## config.mk

```make
export PLATFORM = sky130hd
export DESIGN_NAME = tx_stream_packer
export DESIGN_NICKNAME = d
export VERILOG_FILES = /design/src/rtl/tx_pkg.sv /design/src/rtl/rr_arbiter.sv /design/src/rtl/tx_stream_packer.sv
export SDC_FILE = /design/constraint.sdc
export NUM_CORES = 1
export LEC_CHECK = 0
export CAP_MARGIN = 40
export CORE_ASPECT_RATIO = 0.5
export CORE_MARGIN = 2
export CORE_UTILIZATION = 47
export DETAILED_ROUTE_END_ITERATION = 10
export GPL_TIMING_DRIVEN = 0
export PLACE_DENSITY = 0.77
export SETUP_SLACK_MARGIN = 0.3
export SKIP_CTS_REPAIR_TIMING = 1
export SYNTH_ARGS = -nofsm -noshare
export SYNTH_HDL_FRONTEND = slang
export SYNTH_SLANG_ARGS = --single-unit
```

## constraint.sdc

```tcl
create_clock -name clk -period 3.4 [get_ports clk]
set_clock_uncertainty 0.05 [all_clocks]
set_input_delay 0.34 -clock clk [delete_from_list [all_inputs] [get_ports clk]]
set_output_delay 0.34 -clock clk [all_outputs]
set_load 0.02 [all_outputs]
```

## src/rtl/tx_pkg.sv

```systemverilog
// Shared constants, state encoding and header/trailer word layouts for the tx stream packer.
package tx_pkg;

    localparam logic [7:0]  HDR_SYNC  = 8'hA5;
    localparam logic [7:0]  TRL_SYNC  = 8'h5A;
    localparam int unsigned HDR_CH_W  = 4;
    localparam int unsigned SEQ_W     = 16;
    localparam int unsigned PKT_CNT_W = 16;
    localparam int unsigned DROP_W    = 16;

    typedef enum logic [1:0] {
        ST_IDLE,
        ST_HDR,
        ST_DATA,
        ST_TRL
    } state_e;

    typedef struct packed {
        logic [7:0]          sync;
        logic [HDR_CH_W-1:0] ch;
        logic [3:0]          rsvd;
        logic [SEQ_W-1:0]    seq;
    } hdr_word_t;

    typedef struct packed {
        logic [7:0]           sync;
        logic [7:0]           rsvd;
        logic [PKT_CNT_W-1:0] pkt_cnt;
    } trl_word_t;

endpackage

```

## src/rtl/rr_arbiter.sv

```systemverilog
// Round-robin arbiter: grants the first requester after the last granted index.
module rr_arbiter #(
    parameter int unsigned N = 3
) (
    input  logic         clk,
    input  logic         rst_n,
    input  logic [N-1:0] req_i,
    input  logic         advance_i,
    output logic [N-1:0] grant_c_o
);

    localparam int unsigned IDX_W = (N > 1) ? $clog2(N) : 1;

    logic [IDX_W-1:0] last_q;
    logic [IDX_W-1:0] last_d;

    // Scan from farthest to nearest offset so the nearest requester wins.
    always_comb begin
        grant_c_o = '0;
        last_d    = last_q;
        for (int off = int'(N); off >= 1; off--) begin
            if (req_i[IDX_W'((32'(last_q) + 32'(off)) % N)]) begin
                grant_c_o = '0;
                grant_c_o[IDX_W'((32'(last_q) + 32'(off)) % N)] = 1'b1;
                last_d    = IDX_W'((32'(last_q) + 32'(off)) % N);
            end
        end
    end

    always_ff @(posedge clk or negedge rst_n) begin
        if (!rst_n) begin
            last_q <= IDX_W'(N - 1);
        end else if (advance_i) begin
            last_q <= last_d;
        end
    end

endmodule

```

## src/rtl/tx_stream_packer.sv

```systemverilog
// N-channel packetiser: captures wide channel words, arbitrates round robin and
// serialises header/data/trailer words into the tx FIFO.
module tx_stream_packer
    import tx_pkg::*;
#(
    parameter int unsigned N_CH   = 3,
    parameter int unsigned IN_W   = 128,
    parameter int unsigned OUT_W  = 32,
    parameter int unsigned HDR_EN = 1
) (
    input  logic                   clk,
    input  logic                   rst_n,
    input  logic [N_CH-1:0]        ch_enable,
    input  logic [N_CH*IN_W-1:0]   in_data,
    input  logic [N_CH-1:0]        in_valid,
    output logic [N_CH-1:0]        in_busy,
    input  logic                   frame_complete,
    output logic [OUT_W-1:0]       fifo_din,
    output logic                   fifo_wr_en,
    input  logic                   fifo_block_full,
    output logic [DROP_W-1:0]      drop_count,
    output logic                   idle
);

    localparam int unsigned BEATS      = IN_W / OUT_W;
    localparam int unsigned BEAT_W     = (BEATS > 1) ? $clog2(BEATS) : 1;
    localparam int unsigned CH_W       = (N_CH > 1) ? $clog2(N_CH) : 1;
    localparam int unsigned DROP_SUM_W = DROP_W + 1;

    state_e                 state_q, state_d;
    logic [CH_W-1:0]        ch_q, ch_d;
    logic [BEAT_W-1:0]      beat_q, beat_d;
    logic [SEQ_W-1:0]       seq_q, seq_d;
    logic [PKT_CNT_W-1:0]   frame_pkt_q, frame_pkt_d;
    logic                   frame_pend_q, frame_pend_d;
    logic [N_CH-1:0]        frame_mask_q, frame_mask_d;
    logic [N_CH-1:0]        busy_q, busy_d;
    logic [IN_W-1:0]        hold_q [N_CH];
    logic [IN_W-1:0]        hold_d [N_CH];
    logic [DROP_W-1:0]      drop_q, drop_d;
    logic [OUT_W-1:0]       din_q, din_d;
    logic                   wr_q, wr_d;
    logic                   idle_q, idle_d;

    logic [N_CH-1:0]        req_c;
    logic [N_CH-1:0]        grant_c;
    logic [CH_W-1:0]        grant_idx_c;
    logic                   advance_c;
    logic [4:0]             drop_inc_c;
    logic [DROP_SUM_W-1:0]  drop_sum_c;
    logic [IN_W-1:0]        shifted_c;
    hdr_word_t              hdr_c;
    trl_word_t              trl_c;

    // While a frame is closing only its snapshot channels may be granted.
    assign req_c = busy_q & (frame_pend_q ? frame_mask_q : {N_CH{1'b1}});

    rr_arbiter #(.N(N_CH)) u_arb (
        .clk       (clk),
        .rst_n     (rst_n),
        .req_i     (req_c),
        .advance_i (advance_c),
        .grant_c_o (grant_c)
    );

    always_comb begin
        grant_idx_c = '0;
        for (int i = 0; i < int'(N_CH); i++) begin
            if (grant_c[i]) grant_idx_c = CH_W'(i);
        end
    end

    assign shifted_c = hold_q[ch_q] << (32'(beat_q) * OUT_W);

    always_comb begin
        hdr_c         = '0;
        hdr_c.sync    = HDR_SYNC;
        hdr_c.ch      = HDR_CH_W'(ch_q);
        hdr_c.seq     = seq_q;
        trl_c         = '0;
        trl_c.sync    = TRL_SYNC;
        trl_c.pkt_cnt = frame_pkt_q;
    end

    always_comb begin
        state_d      = state_q;
        ch_d         = ch_q;
        beat_d       = beat_q;
        seq_d        = seq_q;
        frame_pkt_d  = frame_pkt_q;
        frame_pend_d = frame_pend_q;
        frame_mask_d = frame_mask_q;
        busy_d       = busy_q;
        hold_d       = hold_q;
        din_d        = din_q;
        wr_d         = 1'b0;
        advance_c    = 1'b0;
        drop_inc_c   = '0;

        for (int i = 0; i < int'(N_CH); i++) begin
            if (in_valid[i] && ch_enable[i]) begin
                if (busy_q[i]) begin
                    drop_inc_c = drop_inc_c + 5'd1;
                end else begin
                    busy_d[i] = 1'b1;
                    hold_d[i] = in_data[i*IN_W +: IN_W];
                end
            end
        end
        drop_sum_c = {1'b0, drop_q} + DROP_SUM_W'(drop_inc_c);
        drop_d     = drop_sum_c[DROP_W] ? {DROP_W{1'b1}} : drop_sum_c[DROP_W-1:0];

        unique case (state_q)
            ST_IDLE: begin
                if (req_c != '0) begin
                    advance_c = 1'b1;
                    ch_d      = grant_idx_c;
                    beat_d    = '0;
                    state_d   = (HDR_EN != 0) ? ST_HDR : ST_DATA;
                end else if (frame_pend_q && frame_mask_q == '0) begin
                    state_d = ST_TRL;
                end
            end
            ST_HDR: begin
                if (!fifo_block_full) begin
                    wr_d    = 1'b1;
                    din_d   = OUT_W'(hdr_c);
                    state_d = ST_DATA;
                end
            end
            ST_DATA: begin
                if (!fifo_block_full) begin
                    wr_d  = 1'b1;
                    din_d = shifted_c[IN_W-1 -: OUT_W];
                    if (beat_q == BEAT_W'(BEATS - 1)) begin
                        busy_d[ch_q]       = 1'b0;
                        frame_mask_d[ch_q] = 1'b0;
                        seq_d              = seq_q + 1'b1;
                        frame_pkt_d        = frame_pkt_q + 1'b1;
                        state_d            = ST_IDLE;
                    end else begin
                        beat_d = beat_q + 1'b1;
                    end
                end
            end
            ST_TRL: begin
                if (!fifo_block_full) begin
                    wr_d         = 1'b1;
                    din_d        = OUT_W'(trl_c);
                    frame_pkt_d  = '0;
                    frame_pend_d = 1'b0;
                    state_d      = ST_IDLE;
                end
            end
            default: state_d = ST_IDLE;
        endcase

        // Snapshot uses next-cycle occupancy: same-cycle captures in, just-finished packet out.
        if (frame_complete && !frame_pend_q) begin
            frame_pend_d = 1'b1;
            frame_mask_d = busy_d;
        end

        idle_d = (state_d == ST_IDLE) && (busy_d == '0) && !frame_pend_d;
    end

    always_ff @(posedge clk or negedge rst_n) begin
        if (!rst_n) begin
            state_q      <= ST_IDLE;
            ch_q         <= '0;
            beat_q       <= '0;
            seq_q        <= '0;
            frame_pkt_q  <= '0;
            frame_pend_q <= 1'b0;
            frame_mask_q <= '0;
            busy_q       <= '0;
            hold_q       <= '{default: '0};
            drop_q       <= '0;
            din_q        <= '0;
            wr_q         <= 1'b0;
            idle_q       <= 1'b1;
        end else begin
            state_q      <= state_d;
            ch_q         <= ch_d;
            beat_q       <= beat_d;
            seq_q        <= seq_d;
            frame_pkt_q  <= frame_pkt_d;
            frame_pend_q <= frame_pend_d;
            frame_mask_q <= frame_mask_d;
            busy_q       <= busy_d;
            hold_q       <= hold_d;
            drop_q       <= drop_d;
            din_q        <= din_d;
            wr_q         <= wr_d;
            idle_q       <= idle_d;
        end
    end

    assign in_busy    = busy_q;
    assign fifo_din   = din_q;
    assign fifo_wr_en = wr_q;
    assign drop_count = drop_q;
    assign idle       = idle_q;

endmodule

```

==> summary.md <==
| Metric | Value |
|---|---|
| Status | complete, no violations |
| Area grow syn2layout | 32.19% |
| Setup violations, final | 0 |
| Fmax | 316.8 MHz |
| DRC | 0 |
| Relative slew slack | 37.19% |
| RSZ-0062 raised after global routing | yes |
| Ys Warns | 0 |
| Area leader, netlist | dfrtp_1 |
| Port bufs | 446 |
| Root buf cell | clkbuf_16 |
| Initial antenna violation count | 45 |
| Clk sink count | 481 |
| Critical Path Start Type | register |
| Maximum VDD drop | 0.4143 mV |
| Hold Crit Class | input pin to async pin |
| Most frequent cells in the layout | dfrtp_1, clkdlybuf4s50_1, mux2_2 |
| CP arrival | 3.61 ns |
| Switching power | 8.451 mW |
| Largest net degree at the start of global routing | 122 |
| Overall routed net length | 76740 um |
| Slew @ Worst Pin | 0.9349 ns |
| GPL Wtd Cong | 0.8918 |
| Syn_nets | 2225 |
| Antenna-violating nets left | 0 |
| Mapped Avg Cell Area | 12.37 um^2 |
| Max Cap Violations | 0 |
| Clk pwr share | 22.0% |
| Critical path data required time | 3.85 ns |
| Register area share after synthesis | 53.55% |
| Tmin final | 3.157 ns |
| Drt wl/cell | 25.23 um |
| GRT Resource Usage Total | 29.96% |
| Synth top area cells | dfrtp_1, mux2_2, mux2i_1 |
| Asr flop ratio synth | 100.0% |
| Fin. Hold Viols | 0 |
| Via Count | 17560 |
| Post-synth cell types | 67 |
| Cell area after synthesis | 22480 um^2 |
| Multi-input gate area | 9911 um^2 |
| Synth top area share | 53.31% |
| Filler instances | 3588 |
| Dpl ws | -0.3486 ns |
| Vias in the first global route | 17480 |
| PwrDens | 804.1 nW/um^2 |
| Synth Register Bits | 481 |
| DP Wirelength | 56870 um |
| Tcrit/Tclk final | 92.85% |
| CORE AREA | 47020 um^2 |
| Leak pwr | 12.84 nW |
| Gate power share | 38.0% |
| EDFF count, synth | 0 |
| Layout Nets | 2728 |
| Commonest non-fill, non-tap cell in the layout | dfrtp_1 |
| Initial Util | 47.82% |
| 1st-iter DRT viols | 1870 |
| Full die area | 49710 um^2 |
| Die W | 313.3 um |
| CTS tree | done |
| H-tree Lvls | 2 |
| CTS Buf Count | 44 |
| Setup CP Type | register to register |
| Share of cells above drive strength 1 | 25.13% |
| Final WS setup | 0.2431 ns |
| Sw Ratio | 35.36% |
| # rows | 56 |
| First-pass GRT wire length | 109800 um |
| Die Ht | 158.7 um |
| Reg area | 12040 um^2 |
| Cell Int Power | 15.45 mW |
| Critical path capture point type | register |
| Gr ovfl total | 0 |
| Vias per inst | 5.772 |
| Final TNS setup | 0 ns |
| Clock-pin slew on the worst setup and hold paths | 0.07 ns |
| Slew Viols, Final | 0 |
| Synth Instances | 1818 |
| Top_reg_cell synth | dfrtp_1 |
| DR pass1 iterations | 5 |
| Peak fanout along the critical path | 5 |
| CTS max path bufs | 3 |
| Worst-Skew Late Latency | 0.57 ns |
| Io pins | 447 |
| Sequential power share | 40.1% |
[cell type report]
cell class                 count  area share, %
antenna                       48         0.4042
sequential                   481          40.51
timing repair buffer         457          15.67
clock buffer                  63          4.555
multi-input combinational   1191          33.35
clock inverter                18         0.5431
inverter                      21         0.2652
tap                          638          2.686
buffer                       125          2.021
[metal layers]
| layer | global-route usage [%] | vias up | share of wire [%] |
|---|---|---|---|
| met1 | 38.28 | 9058 | 40 |
| met5 | 0 | - | 0 |
| met2 | 47.95 | 714 | 48 |
| li1 | - | 7601 | - |
| met3 | 6.773 | 186 | 7.0 |
| met4 | 16.34 | 0 | 4.4 |
[flip-flops by register name (all words and copies together), names as in the netlist, 2 cells and up]
signal        count
beat_q            2
ch_q              2
drop_count       16
fifo_din         32
frame_mask_q      3
frame_pkt_q      16
hold_q          384
in_busy           3
seq_q            16
state_q           2
u_arb.last_q      2
[final timing paths]
kind | end | from | slack, ns | cells after the start
worst max-delay path | drop_count[6] | in_busy[0] | 0.24 | 13
worst min-delay path | hold_q[349] | rst_n | 0.19 | 2
worst min register to register | fifo_din[18] | fifo_din[18] | 0.43 | 2
worst max register to register | drop_count[6] | in_busy[0] | 0.24 | 13
max in group asynchronous | hold_q[200] | rst_n | 1.21 | 5
min in group clk | hold_q[30] | in_data[286] | 0.32 | 2
[power groups by stage]
| stage | Sequential, mW | Clock, mW | Combinational, mW |
|---|---|---|---|
| global placement | 9.53 | 0 | 8.51 |
| finish | 9.58 | 5.25 | 9.07 |
| global route | 9.85 | 5.51 | 9.69 |
| CTS | 9.51 | 5.27 | 8.82 |
| detailed placement | 9.60 | 0 | 8.76 |
| floorplan | 9.43 | 0 | 5.61 |
[critical path, stage by stage, from the launching register on]
cell and delay (ns):
dfrtp_2 0.42, and3_4 0.16, ha_4 0.20, mux2_4 0.30
ha_4 0.26, mux2_4 0.15, inv_2 0.04, fa_2 0.36
nor2b_4 0.19, o2111ai_4 0.17, nor4_4 0.33, nand3_2 0.20
clkbuf_16 0.21, nand2_1 0.05
[cell families after synthesis]
kind of cell / Yosys count / share of synthesized area (%)
muxes: 537 / 26.31
DFF: 481 / 53.55
and+or+nand+nor: 330 / 6.901
AOI/OAI and AO/OA: 273 / 8.075
buffers and inverters: 146 / 2.927
xor gates and xnor gates: 38 / 1.480
adders and majority gates: 13 / 0.7568
[cells in the mapped netlist, drive strengths merged, types with 4 or more instances]
cell / number
dfrtp: 479
mux2: 389
nand2: 153
mux2i: 144
o211ai: 100
buf: 76
o21ai: 74
nand3: 51
clkbuf: 49
nor2: 49
a21oi: 40
inv: 21
xnor2: 20
xor2: 18
and3: 13
ha: 12
nand2b: 11
nor3: 10
nor2b: 9
a31oi: 7
a211oi: 6
a221o: 6
a221oi: 6
nand4: 5
o2bb2ai: 5
or2: 5
a2bb2oi: 4
and2: 4
mux4: 4
nor4: 4
o21a: 4
o221ai: 4
[per-stage QoR]
step / power (mW) / hold slack, ns / util (%) / cell area [um^2] / cells
2_1_floorplan: 15.04 / -0.005591 / - / 22510 / 1818
3_3_place_gp: 18.04 / 0.4109 / 59.07 / 27770 / 2902
3_5_place_dp: 18.36 / 0.1862 / 59.31 / 27890 / 2906
4_1_cts: 23.61 / -0.4072 / 62.54 / 29400 / 2987
5_1_grt: 25.05 / 0.2239 / 63.19 / 29710 / 3038
6_report: 23.90 / 0.1919 / 63.21 / 29720 / 3042
(Power assumes the default switching activity.)
